**src/rtl/iq_output_buffer.sv**
```systemverilog
// Rounds and saturates CIC I/Q samples to OUT_W bits, stages them one cycle,
// and queues them in a first-word-fall-through FIFO with sticky overflow tracking.
module iq_output_buffer #(
  parameter int IN_W  = 68,
  parameter int OUT_W = 16,
  parameter int SHIFT = 52,
  parameter int DEPTH = 16,
  localparam int AW   = $clog2(DEPTH),
  localparam int CW   = AW + 1
) (
  input  logic                 clk_i,
  input  logic                 rst_i,
  input  logic [IN_W-1:0]      cic_i_i,
  input  logic [IN_W-1:0]      cic_q_i,
  input  logic                 cic_valid_i,
  output logic [2*OUT_W-1:0]   iq_o,
  output logic                 valid_o,
  input  logic                 ready_i,
  output logic [CW-1:0]        count_o,
  output logic                 overflow_o,
  output logic [7:0]           drop_cnt_o,
  input  logic                 clear_ovf_i
);

  localparam logic signed [IN_W:0] RND     = {{IN_W{1'b0}}, 1'b1} << (SHIFT - 1);
  localparam logic signed [IN_W:0] SAT_MAX = {{(IN_W + 2 - OUT_W){1'b0}}, {(OUT_W - 1){1'b1}}};
  localparam logic signed [IN_W:0] SAT_MIN = {{(IN_W + 2 - OUT_W){1'b1}}, {(OUT_W - 1){1'b0}}};

  // Round half toward +inf, then clamp into the signed OUT_W range.
  function automatic logic [OUT_W-1:0] round_sat(input logic [IN_W-1:0] x);
    logic signed [IN_W:0] ext;
    logic signed [IN_W:0] sum;
    logic signed [IN_W:0] shr;
    ext = {x[IN_W-1], x};
    sum = ext + RND;
    shr = sum >>> SHIFT;
    if (shr > SAT_MAX)      round_sat = SAT_MAX[OUT_W-1:0];
    else if (shr < SAT_MIN) round_sat = SAT_MIN[OUT_W-1:0];
    else                    round_sat = shr[OUT_W-1:0];
  endfunction

  logic [2*OUT_W-1:0] mem_q [DEPTH];

  logic               stage_valid_q, stage_valid_d;
  logic [2*OUT_W-1:0] stage_iq_q, stage_iq_d;
  logic [CW-1:0]      wr_ptr_q, wr_ptr_d;
  logic [CW-1:0]      rd_ptr_q, rd_ptr_d;
  logic               overflow_q, overflow_d;
  logic [7:0]         drop_cnt_q, drop_cnt_d;

  logic [CW-1:0]      count;
  logic               empty;
  logic               full;
  logic               pop;
  logic               push;
  logic               drop;

  // Output handshake: the head in iq_o is transferred on any rising edge where
  // valid_o and ready_i are both 1; ready_i has no effect while valid_o is 0.
  always_comb begin
    count = wr_ptr_q - rd_ptr_q;
    empty = (count == '0);
    full  = (count == CW'(DEPTH));
    pop   = !empty && ready_i;
    push  = stage_valid_q && (!full || pop);
    drop  = stage_valid_q && full && !pop;

    stage_valid_d = cic_valid_i;
    stage_iq_d    = cic_valid_i ? {round_sat(cic_i_i), round_sat(cic_q_i)} : stage_iq_q;
    wr_ptr_d      = push ? wr_ptr_q + CW'(1) : wr_ptr_q;
    rd_ptr_d      = pop  ? rd_ptr_q + CW'(1) : rd_ptr_q;

    overflow_d = overflow_q;
    drop_cnt_d = drop_cnt_q;
    if (drop) begin
      // A drop on the same edge as a clear restarts the count at one.
      overflow_d = 1'b1;
      if (clear_ovf_i)               drop_cnt_d = 8'd1;
      else if (drop_cnt_q != 8'hFF)  drop_cnt_d = drop_cnt_q + 8'd1;
    end else if (clear_ovf_i) begin
      overflow_d = 1'b0;
      drop_cnt_d = 8'd0;
    end
  end

  always_ff @(posedge clk_i) begin
    if (rst_i) begin
      stage_valid_q <= 1'b0;
      stage_iq_q    <= '0;
      wr_ptr_q      <= '0;
      rd_ptr_q      <= '0;
      overflow_q    <= 1'b0;
      drop_cnt_q    <= 8'd0;
    end else begin
      stage_valid_q <= stage_valid_d;
      stage_iq_q    <= stage_iq_d;
      wr_ptr_q      <= wr_ptr_d;
      rd_ptr_q      <= rd_ptr_d;
      overflow_q    <= overflow_d;
      drop_cnt_q    <= drop_cnt_d;
    end
  end

  always_ff @(posedge clk_i) begin
    if (!rst_i && push) mem_q[wr_ptr_q[AW-1:0]] <= stage_iq_q;
  end

  always_comb begin
    valid_o    = !empty;
    iq_o       = empty ? '0 : mem_q[rd_ptr_q[AW-1:0]];
    count_o    = count;
    overflow_o = overflow_q;
    drop_cnt_o = drop_cnt_q;
  end

endmodule

```
**config.mk**
```make
export PLATFORM = sky130hd
export DESIGN_NAME = iq_output_buffer
export DESIGN_NICKNAME = d
export VERILOG_FILES = /design/src/rtl/iq_output_buffer.sv
export SDC_FILE = /design/constraint.sdc
export NUM_CORES = 1
export LEC_CHECK = 0
export CAP_MARGIN = 20
export CORE_MARGIN = 5
export CORE_UTILIZATION = 30
export DETAILED_ROUTE_END_ITERATION = 10
export GPL_TIMING_DRIVEN = 0
export MAX_ROUTING_LAYER = met4
export SLEW_MARGIN = 20
export SYNTH_ARGS = -nofsm -noshare
export SYNTH_HDL_FRONTEND = slang
export SYNTH_SLANG_ARGS = --single-unit
```
**constraint.sdc**
```tcl
create_clock -name clk_i -period 9.55 [get_ports clk_i]
set_clock_uncertainty 0.05 [all_clocks]
set_input_delay 1.91 -clock clk_i [delete_from_list [all_inputs] [get_ports clk_i]]
set_output_delay 1.91 -clock clk_i [all_outputs]
set_load 0.02 [all_outputs]
```
==> results of run 1 <==
flip-flops by register name, indices dropped and copies added (netlist names), named ones only:
| register | cells |
|---|---|
| rd_ptr_q | 5 |
| wr_ptr_q | 5 |
| stage_valid_q | 1 |
| overflow_o | 1 |
| mem_q | 512 |
| stage_iq_q | 32 |
| drop_cnt_o | 8 |
tightest hold or removal path, cell delays in order, from the launching register on:
cell and delay (ps):
dfxtp_1 330, o31ai_1 70, a21oi_1 60
per-layer routing:
layer | part of all wire (%) | vias up | GRT usage, %
met5 | 0 | - | -
met4 | 2.1 | 0 | 3.68
met3 | 6.7 | 74 | 3.02
met2 | 49 | 386 | 23.4
met1 | 42 | 6262 | 18.7
li1 | - | 5208 | -
power by group:
group / switching (mW) / total, mW / internal [mW]
clock: 0.918 / 2.19 / 1.27
sequential: 0.0508 / 2.80 / 2.75
combinational: 0.707 / 1.34 / 0.635
kinds of logic after synthesis:
group | Yosys count
flops | 568
simple gates | 216
fa+ha+maj | 13
mux | 165
buf+inv | 70
xor+xnor | 27
compound gates | 74
path summary, 6_finish.rpt:
kind / endpoint / slack [ps] / depth (start not counted)
worst min-delay path: wr_ptr_q[4] / 450 / 2
worst min register to register: wr_ptr_q[4] / 450 / 2
worst max register to register: mem_q[4][13] / 5320 / 14
worst max-delay path: iq_o[2] / 3060 / 11
cell usage after synthesis (5+ instances only):
library cell,number
a211oi_1,25
a21oi_1,15
and3_1,5
and4_1,5
buf_2,16
clkbuf_1,38
dfxtp_1,56
edfxtp_1,512
ha_1,12
inv_1,13
mux2i_1,5
mux4_2,160
nand2_1,37
nand3_1,17
nand3b_1,5
nand4_1,11
nor2_1,49
nor2b_1,36
nor3_1,15
nor4_1,6
nor4b_1,9
o21ai_0,10
or3_1,8
xnor2_1,11
xor2_1,16
cell usage in the layout (no fill, tap or decap), drive strengths merged, types with 4 or more instances in the layout:
cell type        n
edfxtp         512
nor2            50
xor2            16
nor2b           36
or3              9
clkbuf         109
and4             5
nor4             6
a21oi           15
clkinv          29
nor4b            9
dfxtp           56
nand2           37
nor3            15
nand3b           5
inv             14
ha              12
nand3           17
a21o             4
bufinv           5
a211oi          25
xnor2           11
clkdlybuf4s50   84
mux4           160
o21ai           12
buf            133
diode            7
nand4           11
and3             6
mux2i            5
stage by stage:
stage / setup TNS (ps) / cells
final: 0 / 2413
after global routing: 0 / 2413
after global placement: -757200 / 2186
after floorplan: 0 / 1133
after detailed placement: 0 / 2302
after CTS: 0 / 2406
layout make-up:
class	instances	area (um^2)
Antenna cell	7	17.5
Buffer	57	246
Clock buffer	69	1530
Clock inverter	35	310
Fill cell	6777	47200
Inverter	13	48.8
Multi-Input combinational cell	495	5810
Sequential cell	568	16500
Tap cell	969	1210
Timing Repair Buffer	200	1540
==> out/metrics.csv, run 1 <==
stage,metric,value,unit
logic_synthesis,XOR/XNOR share of the synthesized area,1.05,%
clock_tree,clock transition at the registers of the reported paths,60,ps
logic_synthesis,Post-synth EDFFs,512,
worst_setup_path,Worst EP arrival,4530,ps
floorplanning,Starting Density,30.2,%
global_route,GRT overflow,0,
status,status,finished clean,
finish,area grow syn2layout,20.9,%
global_route,global-route wire length before repair,83700,um
route,ANT nets after route,0,
worst_setup_path,worst path bufs/invs,5,
global_route,All-Layer GR Usage,14.4,%
global_route,initial antenna violation count,7,
floorplanning,die area,80600,um^2
finish,layout cells sized above 1,28.3,%
clock_tree,"Hold-fix buffers, CTS",0,
power_and_ir_drop,pwr dens,233,nW/um^2
logic_synthesis,Yosys Warn Count,0,
finish,Util after Layout,36.6,%
logic_synthesis,syn_area_per_cell,19.9,um^2
logic_synthesis,Syn Nets,1287,
logic_synthesis,Simple-Gate Fraction of Synth Area,5.15,%
sta,final period utilization,68.0,%
sta,Final Max Slew Viols,0,
logic_synthesis,Synth Area in Compound Gates,2.21,%
logic_synthesis,register bit total from synthesis,568,
clock_tree,CTS Buf Count,55,
clock_tree,CTS Sinks,568,
worst_setup_path,CP startpoint,wr_ptr_q[0],
finish,fin area,27200,um^2
route,Initial DRC Count,1026,
finish,Final #Nets,1544,
sta,hold_ws,450,ps
logic_synthesis,async set-or-reset flop fraction in the synthesized netlist,0,%
worst_setup_path,slowest CP cell,clkbuf_1,
route,Total Wirelength,57200,um
global_route,largest net degree at the start of global routing,18,
route,drt wl/cell,23.7,um
logic_synthesis,largest cells by area after synthesis,"edfxtp_1 68%, mux4_2 16%, dfxtp_1 5.0%, nor2b_1 1.0%, a211oi_1 0.83%",
floorplanning,core box area,74400,um^2
sta,RSZ-0062 raised after global routing,false,
route,Initial DRT Pass Iterations,5,
worst_setup_path,"Data required, critical path",7590,ps
clock_tree,H-tree depth,2,
min_path,worst hold start,wr_ptr_q[4],
floorplanning,num ports,188,
place,gpl congestion,0.743,
job,Max-cap violations,0,
sta,max_slew headroom,33.9,%
route,via count,11900,
clock_tree,Worst-Skew Late Latency,610,ps
logic_synthesis,mux share of post-synthesis cell area,16.2,%
worst_setup_path,Critical Path Start Type,register,
power_and_ir_drop,Peak VDD IR,0.142,mV
route,drt drc,0,
power_and_ir_drop,Tot Pwr,6.33,mW
place,Post-DP Area,25400,um^2
logic_synthesis,post-synth top area share,68.3,%
worst_setup_path,crit end category,output pin,
worst_setup_path,Critical R2R Launch,wr_ptr_q[0],
sta,worst-margin pin slew,992,ps
clock_tree,TritonCTS clock tree,done,
logic_synthesis,largest family of logic cells by synthesized area,multiplexers,
worst_setup_path,delay of the slowest cell on the worst path,620,ps
place,pre-CTS WS,3610,ps
worst_setup_path,Crit path max-delay family,buffers and inverters,
floorplanning,# rows,100,
logic_synthesis,ys flop type,edfxtp_1,
logic_synthesis,sequential share of the synthesized area,73.3,%
logic_synthesis,library cells used by synthesis,52,
route,vias per cell,4.94,
floorplanning,Die Y,284,um
clock_tree,Clock Tree Buf Depth,3,
min_path,Worst Hold Class,reg -> reg,
worst_setup_path,crit-path max FO,10,
place,HPWL after DPL,41200,um
clock_tree,CTS root buf,clkbuf_16,
logic_synthesis,Mapped Cells,1133,
floorplanning,Die X,284,um
sta,# setup viols final,0,
clock_tree,CTS resizes,0,
clock_tree,setup bufs post-CTS,0,
sta,fin crit period,6490,ps
logic_synthesis,cell taking the most area after synthesis,edfxtp_1,
place,Port Buffers,84,
global_route,vias in the first global route,12200,
sta,slack of the critical path,3060,ps
logic_synthesis,Synth Area in Adders,0.756,%
sta,"Hold Vio Cnt, Final",0,
worst_setup_path,kind of critical path,reg -> out,
worst_setup_path,cell breakdown of the critical path,"inv_1, ha_1, inv_1, fa_1, nand3b_1, a211o_1, a22oi_1, clkbuf_1, clkbuf_1, nor2b_1, clkdlybuf4s50_1",
logic_synthesis,synthesized area,22500,um^2
sta,Max Freq,0.154,GHz
power_and_ir_drop,Leak Pwr,8.74,nW
Power figures use the tool's default switching activity.
==> inputs of run 2 (changes only) <==
==> constraint.sdc (replaced) <==
create_clock -name clk_i -period 5.65 [get_ports clk_i]
set_clock_uncertainty 0.05 [all_clocks]
set_input_delay 1.13 -clock clk_i [delete_from_list [all_inputs] [get_ports clk_i]]
set_output_delay 1.13 -clock clk_i [all_outputs]
set_load 0.02 [all_outputs]
==> out/metrics.csv, run 2 (synthesis results as in run 1) <==
stage,metric,value,unit
status,status,finished clean,
worst_setup_path,slowest CP cell,clkbuf_1,
sta,max_slew headroom,25.7,%
finish,most frequent cells in the layout,"512 x edfxtp_1, 160 x mux4_2, 84 x clkdlybuf4s50_1",
job,Max-cap violations,0,
floorplanning,# rows,100,
route,drt wl/cell,24.0,um
clock_tree,CTS Buf Count,55,
power_and_ir_drop,Leak Pwr,8.61,nW
worst_setup_path,reg2reg path depth,14,
clock_tree,CTS Sinks,568,
clock_tree,Clock Tree Buf Depth,3,
floorplanning,Starting Density,30.2,%
route,drt drc,0,
global_route,All-Layer GR Usage,14.3,%
sta,worst-margin pin slew,1110,ps
finish,area grow syn2layout,20.6,%
sta,RSZ-0062 raised after global routing,false,
worst_setup_path,worst path bufs/invs,3,
worst_setup_path,crit-path max FO,10,
sta,slack of the critical path,328,ps
worst_setup_path,delay of the slowest cell on the worst path,890,ps
place,pre-CTS WS,409,ps
power_and_ir_drop,clock power share,34.0,%
sta,final period utilization,94.2,%
min_path,worst hold start,drop_cnt_o[5],
route,ANT nets after route,0,
global_route,global-route wire length before repair,83600,um
worst_setup_path,kind of critical path,reg -> out,
place,Port Buffers,84,
floorplanning,die area,80600,um^2
sta,"Hold Vio Cnt, Final",0,
route,via count,11900,
power_and_ir_drop,Int Pwr,7.83,mW
power_and_ir_drop,net switching power,2.84,mW
min_path,Worst Hold Class,reg -> reg,
min_path,worst hold endpoint,drop_cnt_o[5],
place,HPWL after DPL,40700,um
worst_setup_path,"Data required, critical path",4470,ps
floorplanning,num ports,188,
sta,Final Max Slew Viols,0,
min_path,hold path cells,2,
worst_setup_path,reg-to-reg endpoint,mem_q[5][13],
worst_setup_path,Worst EP arrival,4140,ps
worst_setup_path,cell breakdown of the critical path,"clkbuf_1, clkbuf_1, mux4_2, mux4_2, nor2b_1, clkdlybuf4s50_1",
power_and_ir_drop,Peak VDD IR,0.201,mV
clock_tree,"Hold-fix buffers, CTS",0,
global_route,largest net degree at the start of global routing,18,
finish,layout cells sized above 1,27.0,%
floorplanning,core box area,74400,um^2
clock_tree,clock transition at the registers of the reported paths,60,ps
worst_setup_path,Critical Path Start Type,register,
finish,Fill cells,6778,
finish,max reg flops,512,
route,vias per cell,4.97,
power_and_ir_drop,pwr dens,393,nW/um^2
power_and_ir_drop,Comb power frac,21.6,%
global_route,initial antenna violation count,4,
route,Total Wirelength,57200,um
finish,Final #Nets,1525,
floorplanning,Die Y,284,um
sta,# setup viols final,0,
clock_tree,H-tree depth,2,
sta,fin crit period,5320,ps
worst_setup_path,worst reg2reg setup slack,1630,ps
global_route,vias in the first global route,12300,
finish,"most common cell after layout, fill and taps aside",edfxtp_1,
power_and_ir_drop,Seq pwr share,44.4,%
power_and_ir_drop,switch share,26.6,%
route,Initial DRC Count,1275,
clock_tree,CTS root buf,clkbuf_16,
place,gpl congestion,0.777,
worst_setup_path,Crit path max-delay family,buffers and inverters,
power_and_ir_drop,Tot Pwr,10.7,mW
worst_setup_path,CP Depth,6,
worst_setup_path,crit end category,output pin,
global_route,GRT overflow,0,
route,Initial DRT Pass Iterations,5,
sta,Max Freq,0.188,GHz
floorplanning,Die X,284,um
worst_setup_path,Critical R2R Launch,wr_ptr_q[0],
clock_tree,TritonCTS clock tree,done,
clock_tree,Worst-Skew Late Latency,600,ps
## run 2: cell types whose count changed in the layout (fill, tap and decap cells not counted), moves of 3 or more
cell	delta
clkinvlp_4	+3
clkinv_2	-8
nor4_2	-4
clkbuf_2	+3
buf_4	-11
nor4_4	+4
diode_2	-5
buf_2	-18
buf_6	+10
clkbuf_1	+4
## run 2: how the worst max path moves through the flow
| stage | to |
|---|---|
| final | iq_o[10] |
| after global routing | iq_o[2] |
| after CTS | iq_o[2] |
| after detailed placement | iq_o[2] |
| after global placement | mem_q[10][16] |
| after floorplan | mem_q[11][0] |
## run 2: what timing repair did
action                     in CTS  in global routing
buffers inserted                0                  0
setup endpoints to repair      30                  2
pin swaps                       0                  0
gates resized for setup         3                  2
## run 2: power groups by stage
| stage | registers [mW] | clock network [mW] | logic [mW] |
|---|---|---|---|
| 3_3_place_gp | 4.81 | 0 | 2.34 |
| 2_1_floorplan | 4.78 | 0 | 1.40 |
| 4_1_cts | 4.73 | 3.70 | 2.38 |
| 6_report | 4.73 | 3.63 | 2.30 |
| 3_5_place_dp | 4.82 | 0 | 2.36 |
| 5_1_grt | 4.74 | 3.88 | 2.48 |
## run 2: tightest hold or removal path, delay by kind of cell (launching register included)
family           cells  cell delay, ps
AND/OR/NAND/NOR      1              60
flip-flops           1             340
multiplexers         1              50
## run 2: final cells by class
| cell class | count | area (um^2) | share of cell area, % |
|---|---|---|---|
| Clock buffer | 77 | 1560 | 5.75 |
| Tap cell | 969 | 1210 | 4.47 |
| Sequential cell | 568 | 16500 | 60.8 |
| Timing Repair Buffer | 181 | 1490 | 5.50 |
| Multi-Input combinational cell | 495 | 5850 | 21.5 |
| Antenna cell | 2 | 5.00 | 0.0184 |
| Inverter | 13 | 48.8 | 0.180 |
| Buffer | 57 | 251 | 0.927 |
| Clock inverter | 26 | 229 | 0.844 |
## run 2: per-layer routing
layer	global-route usage (%)	vias to the layer above	wire length, um
met2	23.2	386	28100
li1	-	5156	-
met5	-	-	0
met3	2.97	71	3660
met1	18.8	6267	24400
met4	3.18	0	1100
## run 2: metrics by stage
step | cell area, um^2 | setup TNS [ps] | std cells | hold WS (ps) | util, %
after detailed placement | 25300 | 0 | 2283 | 446 | 34.0
after global routing | 27100 | 0 | 2387 | 487 | 36.5
after floorplan | 22500 | -97650 | 1133 | 414 | -
final | 27100 | 0 | 2388 | 449 | 36.5
after CTS | 27100 | 0 | 2386 | 454 | 36.5
after global placement | 24600 | -1758070 | 2186 | 440 | 33.0
==> inputs of run 3 (changes only) <==
--- a/config.mk
+++ b/config.mk
@@ -6,6 +6,7 @@
 export NUM_CORES = 1
 export LEC_CHECK = 0
 export CAP_MARGIN = 20
+export CORE_ASPECT_RATIO = 1.1
 export CORE_MARGIN = 5
 export CORE_UTILIZATION = 30
 export DETAILED_ROUTE_END_ITERATION = 10
==> out/metrics.csv, run 3 (synthesis results as in run 1) <==
stage,metric,value,unit
status,status,finished clean,
route,Total Wirelength,55900,um
place,Port Buffers,84,
clock_tree,Clock Tree Buf Depth,3,
clock_tree,setup bufs post-CTS,0,
floorplanning,die area,80600,um^2
clock_tree,CTS root buf,clkbuf_16,
clock_tree,CTS Sinks,568,
finish,"most common cell after layout, fill and taps aside",edfxtp_1,
power_and_ir_drop,Peak VDD IR,0.321,mV
worst_setup_path,kind of critical path,reg -> out,
place,HPWL after DPL,39800,um
power_and_ir_drop,Tot Pwr,10.5,mW
route,via count,11800,
finish,most frequent cells in the layout,"512 x edfxtp_1, 160 x mux4_2, 84 x clkdlybuf4s50_1",
sta,max_slew headroom,29.7,%
finish,post-route insts no fill,2385,
worst_setup_path,crit-path max FO,10,
sta,fin crit period,5330,ps
worst_setup_path,reg2reg path depth,13,
clock_tree,Worst-Skew Late Latency,600,ps
global_route,initial antenna violation count,5,
route,ANT nets after route,0,
worst_setup_path,reg-to-reg endpoint,mem_q[7][16],
sta,RSZ-0062 raised after global routing,false,
floorplanning,Die Y,297,um
sta,hold_ws,462,ps
route,Initial DRC Count,1228,
sta,worst-margin pin slew,1050,ps
power_and_ir_drop,pwr dens,387,nW/um^2
floorplanning,Die X,271,um
route,Initial DRT Pass Iterations,5,
power_and_ir_drop,Leak Pwr,8.61,nW
worst_setup_path,worst reg2reg setup slack,1520,ps
place,"number of placed instances, taps included",2280,
place,Post-DP Area,25400,um^2
clock_tree,TritonCTS clock tree,done,
floorplanning,core box area,74500,um^2
sta,"Hold Vio Cnt, Final",0,
sta,final period utilization,94.3,%
route,drt drc,0,
min_path,hold path cells,2,
min_path,worst hold endpoint,drop_cnt_o[5],
route,drt wl/cell,23.4,um
worst_setup_path,Critical Path Start Type,register,
finish,max reg flops,512,
job,Max-cap violations,0,
finish,fin area,27200,um^2
min_path,Worst Hold Class,reg -> reg,
worst_setup_path,Worst EP arrival,4150,ps
clock_tree,clock transition at the registers of the reported paths,60,ps
finish,area grow syn2layout,20.7,%
sta,Final Max Slew Viols,0,
floorplanning,num ports,188,
clock_tree,"Hold-fix buffers, CTS",0,
sta,Max Freq,0.188,GHz
global_route,All-Layer GR Usage,14.0,%
place,gpl congestion,0.793,
clock_tree,H-tree depth,2,
worst_setup_path,Critical R2R Launch,wr_ptr_q[0],
sta,# setup viols final,0,
place,pre-CTS WS,365,ps
worst_setup_path,crit end category,output pin,
route,vias per cell,4.94,
sta,Setup TNS Final,0,ps
min_path,worst hold start,drop_cnt_o[5],
global_route,GRT overflow,0,
global_route,vias in the first global route,12100,
global_route,largest net degree at the start of global routing,18,
floorplanning,# rows,105,
floorplanning,Starting Density,30.2,%
clock_tree,CTS Buf Count,54,
finish,Util after Layout,36.5,%
sta,slack of the critical path,320,ps
global_route,global-route wire length before repair,82100,um
finish,Final #Nets,1527,
finish,layout cells sized above 1,27.4,%
worst_setup_path,"Data required, critical path",4470,ps
## run 3: worst max-delay path by stage
| stage | from | to | slack [ps] | cells past startpoint |
|---|---|---|---|---|
| global route | wr_ptr_q[0] | iq_o[18] | 90 | 11 |
| finish | wr_ptr_q[0] | iq_o[18] | 320 | 11 |
| floorplan | wr_ptr_q[0] | mem_q[11][0] | -390 | 10 |
| global placement | ready_i | mem_q[4][12] | -5520 | 5 |
| CTS | wr_ptr_q[0] | iq_o[18] | 220 | 11 |
| detailed placement | wr_ptr_q[0] | iq_o[2] | 360 | 11 |
## run 3: layer usage
metal	vias up	share of wire [%]	GRT usage [%]
li1	5155	-	-
met3	67	6.9	3.01
met5	-	0	-
met2	402	51	23.6
met4	0	1.7	2.85
met1	6152	40	17.7
## run 3: what timing repair did
| action | 4_1_cts | 5_1_grt |
|---|---|---|
| hold endpoints to repair | 0 | 0 |
| setup endpoints to repair | 25 | 0 |
| gates resized for setup | 3 | 0 |
## run 3: final cells by class
| type | instances | area (um^2) |
|---|---|---|
| buffer | 57 | 250 |
| sequential | 568 | 16500 |
| antenna | 5 | 12.5 |
| clock inverter | 24 | 183 |
| inverter | 13 | 48.8 |
| tap | 963 | 1200 |
| timing repair buffer | 184 | 1580 |
| fill | 6778 | 47300 |
| multi-input combinational | 495 | 5850 |
| clock buffer | 76 | 1540 |
## run 3: critical path: stages, from the launching register on
cell	delay [ps]
dfxtp_1	380
inv_1	120
ha_1	240
inv_1	80
fa_1	450
nand3b_1	180
a211o_1	240
a22oi_1	220
clkbuf_2	380
clkbuf_1	500
nor2b_1	160
clkdlybuf4s50_1	590
## run 3: power by group
group / internal (mW) / switching [mW] / total (mW)
registers: 4.64 / 0.0860 / 4.73
logic: 1.08 / 1.20 / 2.28
clock network: 1.99 / 1.52 / 3.50
